## config.mk

```make
export PLATFORM = sky130hd
export DESIGN_NAME = uart_pixel_packer_flat
export DESIGN_NICKNAME = d
export VERILOG_FILES = /design/src/rtl/uart_pixel_packer_if.sv /design/src/rtl/uart_pixel_packer.sv /design/src/flat_wrapper.sv
export SDC_FILE = /design/constraint.sdc
export NUM_CORES = 1
export LEC_CHECK = 0
export CAP_MARGIN = 40
export CORE_ASPECT_RATIO = 0.9
export CORE_MARGIN = 3
export CORE_UTILIZATION = 35
export CTS_CLUSTER_SIZE = 28
export DETAILED_ROUTE_END_ITERATION = 8
export PLACE_DENSITY = 0.54
export RECOVER_POWER = 100
export SLEW_MARGIN = 20
export SYNTH_ARGS = -nofsm -noshare
export SYNTH_HDL_FRONTEND = slang
export SYNTH_SLANG_ARGS = --single-unit
```

## constraint.sdc

```tcl
create_clock -name clock -period 3.3 [get_ports clock]
set_input_delay 0.495 -clock clock [delete_from_list [all_inputs] [get_ports clock]]
set_output_delay 0.495 -clock clock [all_outputs]
set_load 0.1 [all_outputs]
```

## src/rtl/uart_pixel_packer_if.sv

```systemverilog
// Byte-in / pixel-write-out bundle between the UART receiver, the pixel packer and the frame buffer.
// The master side supplies received bytes; the slave side (the packer) drives the frame buffer writes.
interface uart_pixel_packer_if #(
   parameter int ADDR_WIDTH = 14
);
   logic [7:0]            data_recv;
   logic                  data_recv_flag;
   logic                  wr_en;
   logic [ADDR_WIDTH-1:0] wr_addr;
   logic [15:0]           wr_data;
   logic                  frame_done;
   logic                  timeout_flag;
   logic                  busy;

   modport master (
      output data_recv, data_recv_flag,
      input  wr_en, wr_addr, wr_data, frame_done, timeout_flag, busy
   );

   modport slave (
      input  data_recv, data_recv_flag,
      output wr_en, wr_addr, wr_data, frame_done, timeout_flag, busy
   );
endinterface

```

## src/rtl/uart_pixel_packer.sv

```systemverilog
// Pairs UART bytes into RGB565 pixels (high byte first) and writes them into the frame buffer.
// Defining PIXEL_HEADER_SYNC_EN requires a 0x55 0xAA header before each frame.
module uart_pixel_packer #(
   parameter int IMG_WIDTH    = 128,
   parameter int IMG_HEIGHT   = 128,
   parameter int ADDR_WIDTH   = 14,
   parameter int IDLE_TIMEOUT = 500_000
) (
   input logic                clock,
   input logic                reset,
   uart_pixel_packer_if.slave bus
);

   localparam int NUM_PIX = IMG_WIDTH * IMG_HEIGHT;
   localparam int CNT_W   = $clog2(IDLE_TIMEOUT + 1);
   localparam logic [ADDR_WIDTH-1:0] LAST_IDX = ADDR_WIDTH'(NUM_PIX - 1);
   localparam logic [CNT_W-1:0]      CNT_MAX  = CNT_W'(IDLE_TIMEOUT - 1);

   typedef enum logic [1:0] {WAIT_HI, WAIT_LO, SYNC0, SYNC1} state_t;

`ifdef PIXEL_HEADER_SYNC_EN
   localparam state_t START_STATE = SYNC0;
`else
   localparam state_t START_STATE = WAIT_HI;
`endif

   state_t                r_state;
   logic [7:0]            r_hiByte;
   logic [ADDR_WIDTH-1:0] r_pixIdx;
   logic [CNT_W-1:0]      r_idleCnt;
   logic                  r_wrEn;
   logic [ADDR_WIDTH-1:0] r_wrAddr;
   logic [15:0]           r_wrData;
   logic                  r_frameDone;
   logic                  r_timeout;
   logic                  r_busy;

   state_t                w_nextState;
   logic [7:0]            w_nextHi;
   logic [ADDR_WIDTH-1:0] w_nextIdx;
   logic [CNT_W-1:0]      w_nextCnt;
   logic                  w_write;
   logic                  w_frameEnd;
   logic                  w_timeout;
   logic                  w_counting;

   // The idle counter only guards a frame in progress (and a half-seen header), never an idle line.
   assign w_counting = (r_state == WAIT_LO) || (r_pixIdx != '0) || (r_state == SYNC1);

   always_comb begin
      w_nextState = r_state;
      w_nextHi    = r_hiByte;
      w_nextIdx   = r_pixIdx;
      w_nextCnt   = '0;
      w_write     = 1'b0;
      w_frameEnd  = 1'b0;
      w_timeout   = 1'b0;
      if (bus.data_recv_flag) begin
         case (r_state)
            WAIT_HI: begin
               w_nextHi    = bus.data_recv;
               w_nextState = WAIT_LO;
            end
            WAIT_LO: begin
               w_write = 1'b1;
               if (r_pixIdx == LAST_IDX) begin
                  w_frameEnd  = 1'b1;
                  w_nextIdx   = '0;
                  w_nextState = START_STATE;
               end else begin
                  w_nextIdx   = r_pixIdx + ADDR_WIDTH'(1);
                  w_nextState = WAIT_HI;
               end
            end
`ifdef PIXEL_HEADER_SYNC_EN
            SYNC0: begin
               if (bus.data_recv == 8'h55) w_nextState = SYNC1;
            end
            SYNC1: begin
               if (bus.data_recv == 8'hAA)      w_nextState = WAIT_HI;
               else if (bus.data_recv != 8'h55) w_nextState = SYNC0;
            end
`endif
            default: w_nextState = START_STATE;
         endcase
      end else if (w_counting) begin
         if (r_idleCnt == CNT_MAX) begin
            w_timeout   = 1'b1;
            w_nextIdx   = '0;
            w_nextHi    = '0;
            w_nextState = START_STATE;
         end else begin
            w_nextCnt = r_idleCnt + CNT_W'(1);
         end
      end
   end

   // wr_addr trails the index by one clock, so it shows the written pixel during wr_en and then advances.
   always_ff @(posedge clock or posedge reset) begin
      if (reset) begin
         r_state     <= START_STATE;
         r_hiByte    <= '0;
         r_pixIdx    <= '0;
         r_idleCnt   <= '0;
         r_wrEn      <= 1'b0;
         r_wrAddr    <= '0;
         r_wrData    <= '0;
         r_frameDone <= 1'b0;
         r_timeout   <= 1'b0;
         r_busy      <= 1'b0;
      end else begin
         r_state     <= w_nextState;
         r_hiByte    <= w_nextHi;
         r_pixIdx    <= w_nextIdx;
         r_idleCnt   <= w_nextCnt;
         r_wrEn      <= w_write;
         r_wrAddr    <= r_pixIdx;
         r_frameDone <= w_frameEnd;
         r_timeout   <= w_timeout;
         r_busy      <= (w_nextState == WAIT_LO) || (w_nextIdx != '0);
         if (w_write) r_wrData <= {r_hiByte, bus.data_recv};
      end
   end

   assign bus.wr_en        = r_wrEn;
   assign bus.wr_addr      = r_wrAddr;
   assign bus.wr_data      = r_wrData;
   assign bus.frame_done   = r_frameDone;
   assign bus.timeout_flag = r_timeout;
   assign bus.busy         = r_busy;

endmodule

```

## src/flat_wrapper.sv

```systemverilog
// flat-port wrapper written by rule: the top's interface ports become plain ports
module uart_pixel_packer_flat 
#(
   parameter int IMG_WIDTH    = 128,
   parameter int IMG_HEIGHT   = 128,
   parameter int ADDR_WIDTH   = 14,
   parameter int IDLE_TIMEOUT = 500_000
)
  (clock, reset, bus_data_recv, bus_data_recv_flag, bus_wr_en, bus_wr_addr, bus_wr_data, bus_frame_done, bus_timeout_flag, bus_busy);
  uart_pixel_packer_if #(.ADDR_WIDTH(ADDR_WIDTH)) bus_i ();
  input logic clock;
  input logic reset;
  input wire logic [$bits(bus_i.data_recv)-1:0] bus_data_recv;
  input wire logic [$bits(bus_i.data_recv_flag)-1:0] bus_data_recv_flag;
  output wire logic [$bits(bus_i.wr_en)-1:0] bus_wr_en;
  output wire logic [$bits(bus_i.wr_addr)-1:0] bus_wr_addr;
  output wire logic [$bits(bus_i.wr_data)-1:0] bus_wr_data;
  output wire logic [$bits(bus_i.frame_done)-1:0] bus_frame_done;
  output wire logic [$bits(bus_i.timeout_flag)-1:0] bus_timeout_flag;
  output wire logic [$bits(bus_i.busy)-1:0] bus_busy;
  assign bus_i.data_recv = bus_data_recv;
  assign bus_i.data_recv_flag = bus_data_recv_flag;
  assign bus_wr_en = bus_i.wr_en;
  assign bus_wr_addr = bus_i.wr_addr;
  assign bus_wr_data = bus_i.wr_data;
  assign bus_frame_done = bus_i.frame_done;
  assign bus_timeout_flag = bus_i.timeout_flag;
  assign bus_busy = bus_i.busy;
  uart_pixel_packer #(.IMG_WIDTH(IMG_WIDTH), .IMG_HEIGHT(IMG_HEIGHT), .ADDR_WIDTH(ADDR_WIDTH), .IDLE_TIMEOUT(IDLE_TIMEOUT)) u_core (.clock(clock), .reset(reset), .bus(bus_i));
endmodule
```

Word-level counts from Yosys, hierarchy flattened. Index checks and enable logic that the tools add are counted.

Memory bits (writable): 0. Memories kept: 0. Output and inout bits: 34. Bits in latches: 0. Register bits after elaboration: 77. Memory bits (read-only): 0.

Reductions and logical operators: 9. Equality and inequality tests: 6. $lt $le $gt $ge: 0. Muxes and demuxes: 24. Add/sub/neg operators: 2. Bitwise operators: 0. Shift-type cells: 0. Div/mod/pow operators: 0. Multiply operators: 0.

Operators with widths (count): 2-to-1 mux 14 bit (5); 2-to-1 mux 19 bit (3); 2-to-1 mux 8 bit (4); nonzero test 14 bit (2); adder 19 x 1 -> 19 bit, second input constant (1); == test 19 bit, second input constant (1); adder 14 x 1 -> 14 bit, second input constant (1); == test 14 bit, second input constant (1); 2-to-1 mux 1 bit (9); 2-to-1 mux 2 bit (3); == test 2 x 1 -> 1 bit, second input constant (2); nonzero test 2 bit (2); logical OR 1 bit (3); AND reduction 3 bit (1); == test 2 bit, second input constant (1); zero test 2 bit (1); != test 2 x 1 -> 1 bit, second input constant (1).

Depth between registers and ports, before layout.
Word-level depth: 7. Mapped depth: 9. Mapped depth without buffers: 9.

Worst setup path after synthesis. OpenSTA, ideal clock, no wires.

Kind: flip-flop to flip-flop. From: register u_core.r_pixIdx[0]. To: register u_core.r_busy (netlist: u_core.bus.busy). Slack: 978 ps. Buffers on the path: 0. Data required time: 3162 ps. Clock period less this slack: 2322 ps. Stages on the path, launching flop included: 9. Arrival time: 2184 ps. Cells stage by stage: dfrtp_1 > ha_1 > nand4_1 > or4_4 > o21ai_4 > o2bb2ai_1 > a2111o_1 > nor4_2 > nand4_1.

Longest elaborated chain between the ends: 7. Elaborated cells on any way between the ends: 15. Those cells by class: 1 x add/sub; 2 x eq/ne; 7 x mux; 5 x reduce/logical.

Ends and longest elaborated chain: start, declared (line uart_pixel_packer.sv:29) `logic [ADDR_WIDTH-1:0] r_pixIdx;`; start signal, assigned (line uart_pixel_packer.sv:114) `r_pixIdx <= w_nextIdx;`; branches (longest 4 deep; another with adder 14 x 1 -> 14 bit); 2-to-1 mux 14 bit * (line uart_pixel_packer.sv:58) `if (bus.data_recv_flag) begin`; net u_core.w_nextIdx[8] (line uart_pixel_packer.sv:40) `logic [ADDR_WIDTH-1:0] w_nextIdx;`; nonzero test 14 bit * (line uart_pixel_packer.sv:120) `r_busy <= (w_nextState == WAIT_LO) || (w_nextIdx != '0);`; logical OR 1 bit * (line uart_pixel_packer.sv:120); end signal, assigned (line uart_pixel_packer.sv:120); end, declared (line uart_pixel_packer.sv:36) `logic r_busy;`.

Mark *: on every way through the listed nets, which the timed path passes. A chain may end at the register's enable or synchronous reset.

Final worst setup path. Ends and elaborated chain as after synthesis.

==> results.py <==
metrics = {
    "global_route": {
        "antenna_found_initial": 0,
        "grt-ovfl-total": 0,
        "grt_max_degree": 28,
        "grt_pass1_wl_mm": 13.5,
        "grt_pass1_vias": 2659,
        "track_usage_pct": 16.2,
    },
    "yosys": {
        "ys_seq_elements": 77,
        "syn_nets": 323,
        "postSynthCellCount": 309,
        "synth_warnings": 0,
        "ys.flop_type": "dfrtp_1",
        "yosys-top-cells-area": "dfrtp_1, mux2_2, nand2_1, nor2_1, xor2_1",
        "syn_avg_cell_area_um2": 10.8,
        "synth.top_cells.by_count": "dfrtp_1, nand2_1, nor2_1",
        "async_flop_share_pct": 100,
        "synth_area_um2": 3340,
        "ys_seq_area_share_pct": 57.6,
        "yosysMostFrequentCell": "dfrtp_1",
        "ys_types": 45,
        "synth_top_area_share_pct": 57.6,
        "synth_top_area_cell": "dfrtp_1",
        "synth_edf_count": 0,
    },
    "pwr": {
        "finalPower_uw": 3250,
        "switching_share_pct": 41.5,
        "comb_power_share_pct": 40.8,
        "ir_drop_mv": 0.463,
        "seqPwrFrac_pct": 36.4,
        "p_switching_uw": 1350,
        "p_leak_uw": 0.00190,
        "clkPwrFrac_pct": 22.8,
        "p_per_area_nw_per_um2": 735,
        "p_int_uw": 1900,
    },
    "timing": {
        "slew_violations": 0,
        "fmax_mhz": 375,
        "rsz0062_at_grt": "false",
        "fin_crit_ns": 2.67,
        "setup_violations": 0,
        "tns_ns": 0,
        "period_share_pct": 80.8,
        "worst-slew-pin-transition_ns": 1.37,
        "fin_skew_ns": 0.00532,
        "max_slew_margin_pct": 8.60,
        "hold_viol": 0,
    },
    "route": {
        "drt_iter0_markers": 126,
        "wl_mm": 7.78,
        "dr.pass1.iters": 4,
        "viasPerCell": 5.03,
        "routedWlPerCell_um": 14.9,
        "antenna_left": 0,
        "drc_errors": 0,
        "num_vias": 2632,
    },
    "clock_tree": {
        "cts_htree_levels": 3,
        "cts_hold_buf": 0,
        "post_cts_buffers": 0,
        "cts_resized": 0,
        "clock_sinks": 77,
        "cts_buffer_depth": 2,
        "ctsRootBufferMaster": "clkbuf_8",
        "clock_latency_ns": 0.35,
        "cts_tree": "yes",
        "clk_pin_slew_ns": 0.08,
        "cts_buffers": 9,
    },
    "cells_and_area": {
        "fin_area_um2": 4410,
        "nets": 410,
        "fin_util_pct": 47.9,
        "drive_gt1_share_pct": 11.0,
        "syn_to_final_growth_pct": 32.0,
        "insertedDiodeCount": 0,
    },
    "critical_path": {
        "crit_path_end_kind": "flip-flop",
        "reg2reg_to": "u_core.bus.busy",
        "crit_required_ns": 3.52,
        "regToRegStartpoint": "u_core.r_pixIdx[0]",
        "worst-setup-path-type": "flip-flop to flip-flop",
        "arrival_ns": 2.89,
        "ff2ff_setup_slack_ns": 0.63,
        "cp_max_fo": 10,
        "startpoint_type": "flip-flop",
        "rr_worst_depth": 8,
    },
    "floorplanning": {
        "ioPinCount": 45,
        "core_um2": 9210,
        "initial_utilization_pct": 36.3,
        "die_w_um": 109,
        "dieArea_um2": 10800,
        "dieHeight_um": 98.7,
        "rows": 33,
    },
    "min_path": {
        "min_delay_worst_endpoint": "u_core.r_idleCnt[0]",
        "hp-class": "flip-flop to flip-flop",
        "holdPathStages": 1,
        "hold_start": "u_core.r_idleCnt[0]",
    },
    "job": {
        "drv_cap": 0,
    },
    "placed_design": {
        "place_congestion": 0.881,
        "port_buffers": 44,
        "placed_area_um2": 4540,
        "dp_hpwl_mm": 5.53,
    },
    "run_status": {
        "outcome": "finished clean",
    },
}
==> registers in the layout, indices dropped and copies added (netlist names) <==
name,flops
u_core.r_idleCnt,19
u_core.r_state,2
u_core.r_hiByte,8
u_core.bus.timeout_flag,1
u_core.bus.wr_data,16
u_core.bus.wr_addr,14
u_core.bus.frame_done,1
u_core.r_pixIdx,14
u_core.bus.busy,1
u_core.bus.wr_en,1
==> layout by cell type (no fill, tap or decap), types with 2 or more instances in the layout <==
cell type | synthesis | layout
nand4_1 | 11 | 11
a31oi_1 | 3 | 3
o211ai_1 | 2 | 2
nor4_1 | 8 | 8
nand3b_1 | 2 | 2
o31ai_1 | 2 | 2
nor2b_1 | 3 | 3
mux2_2 | 16 | 16
and4_1 | 3 | 3
clkbuf_1 | 7 | 31
ha_1 | 3 | 3
clkdlybuf4s50_1 | 0 | 36
xor2_1 | 11 | 11
dlygate4sd3_1 | 0 | 8
nor4bb_1 | 2 | 2
nor3_1 | 5 | 5
and3_1 | 7 | 7
nand3_1 | 5 | 5
nor2_1 | 28 | 28
clkbuf_8 | 0 | 12
a21o_1 | 3 | 3
nand2_1 | 41 | 41
dfrtp_1 | 77 | 77
xnor2_1 | 7 | 7
o21ai_0 | 16 | 19
clkinv_2 | 0 | 3
o22ai_1 | 2 | 2
or3_1 | 5 | 5
buf_16 | 0 | 6
a21oi_1 | 8 | 8
buf_4 | 1 | 3
or4_1 | 2 | 3
inv_1 | 9 | 9
==> cells by family (layout without fill, tap and decap cells) <==
kind of cell / count (synthesis) / after routing / synth area share (%)
fa+ha+maj: 3 / 3 / 1.12
buf+inv: 17 / 109 / 2.02
xor+xnor: 18 / 18 / 4.71
mux: 17 / 17 / 5.72
flops: 77 / 77 / 57.6
simple gates: 131 / 131 / 20.1
compound gates: 46 / 46 / 8.68
==> metrics by stage <==
step           hold WS (ns)  cells  worst slack [ns]
6_report              0.488    523             0.633
5_1_grt               0.526    523             0.208
4_1_cts               0.494    523             0.700
3_5_place_dp          0.482    507             0.724
3_3_place_gp          0.478    473             0.784
2_1_floorplan         0.355    309             0.838
==> cell type report <==
cell class	instances	area (um^2)
clock buffer	12	165
clock inverter	4	45.0
fill	859	4790
inverter	9	33.8
multi-input combinational	215	1350
sequential	77	1930
tap	122	153
timing repair buffer	84	744
==> worst max path at each step <==
stage | depth (start not counted) | end | slack (ns) | startpoint
after floorplan | 1 | u_core.bus.busy | 0.84 | reset
after global placement | 7 | u_core.bus.busy | 0.78 | bus_data_recv_flag
final | 8 | u_core.bus.busy | 0.63 | u_core.r_pixIdx[0]
after CTS | 8 | u_core.bus.busy | 0.70 | u_core.r_pixIdx[0]
after global routing | 3 | u_core.r_pixIdx[8] | 0.21 | reset
after detailed placement | 9 | u_core.bus.busy | 0.72 | u_core.r_pixIdx[0]
==> power groups by stage <==
stage                     Combinational [uW]  Sequential [uW]  Clock [uW]
after floorplan                          231             1820           0
after global placement                  1150             1200           0
after detailed placement                1520             1200           0
after CTS                               1530             1180         767
after global routing                    1380             1200         807
final                                   1320             1180         741
==> worst max-delay path, cell delays in order (launching register included) <==
cell and delay [ns]:
dfrtp_1 0.50, ha_1 0.23, nand4_1 0.14, or4_1 0.59, o21ai_4 0.28, o2bb2ai_1 0.14
a2111o_1 0.41, nor4_2 0.14, nand4_1 0.11
==> per-layer routing <==
metal	wire [um]	vias up	track usage, %
met5	0	-	0
met4	99	0	5.44
met3	400	10	4.45
met2	3720	65	24.0
met1	3560	1285	22.9
li1	-	1272	-
Power figures use the tool's default switching activity.
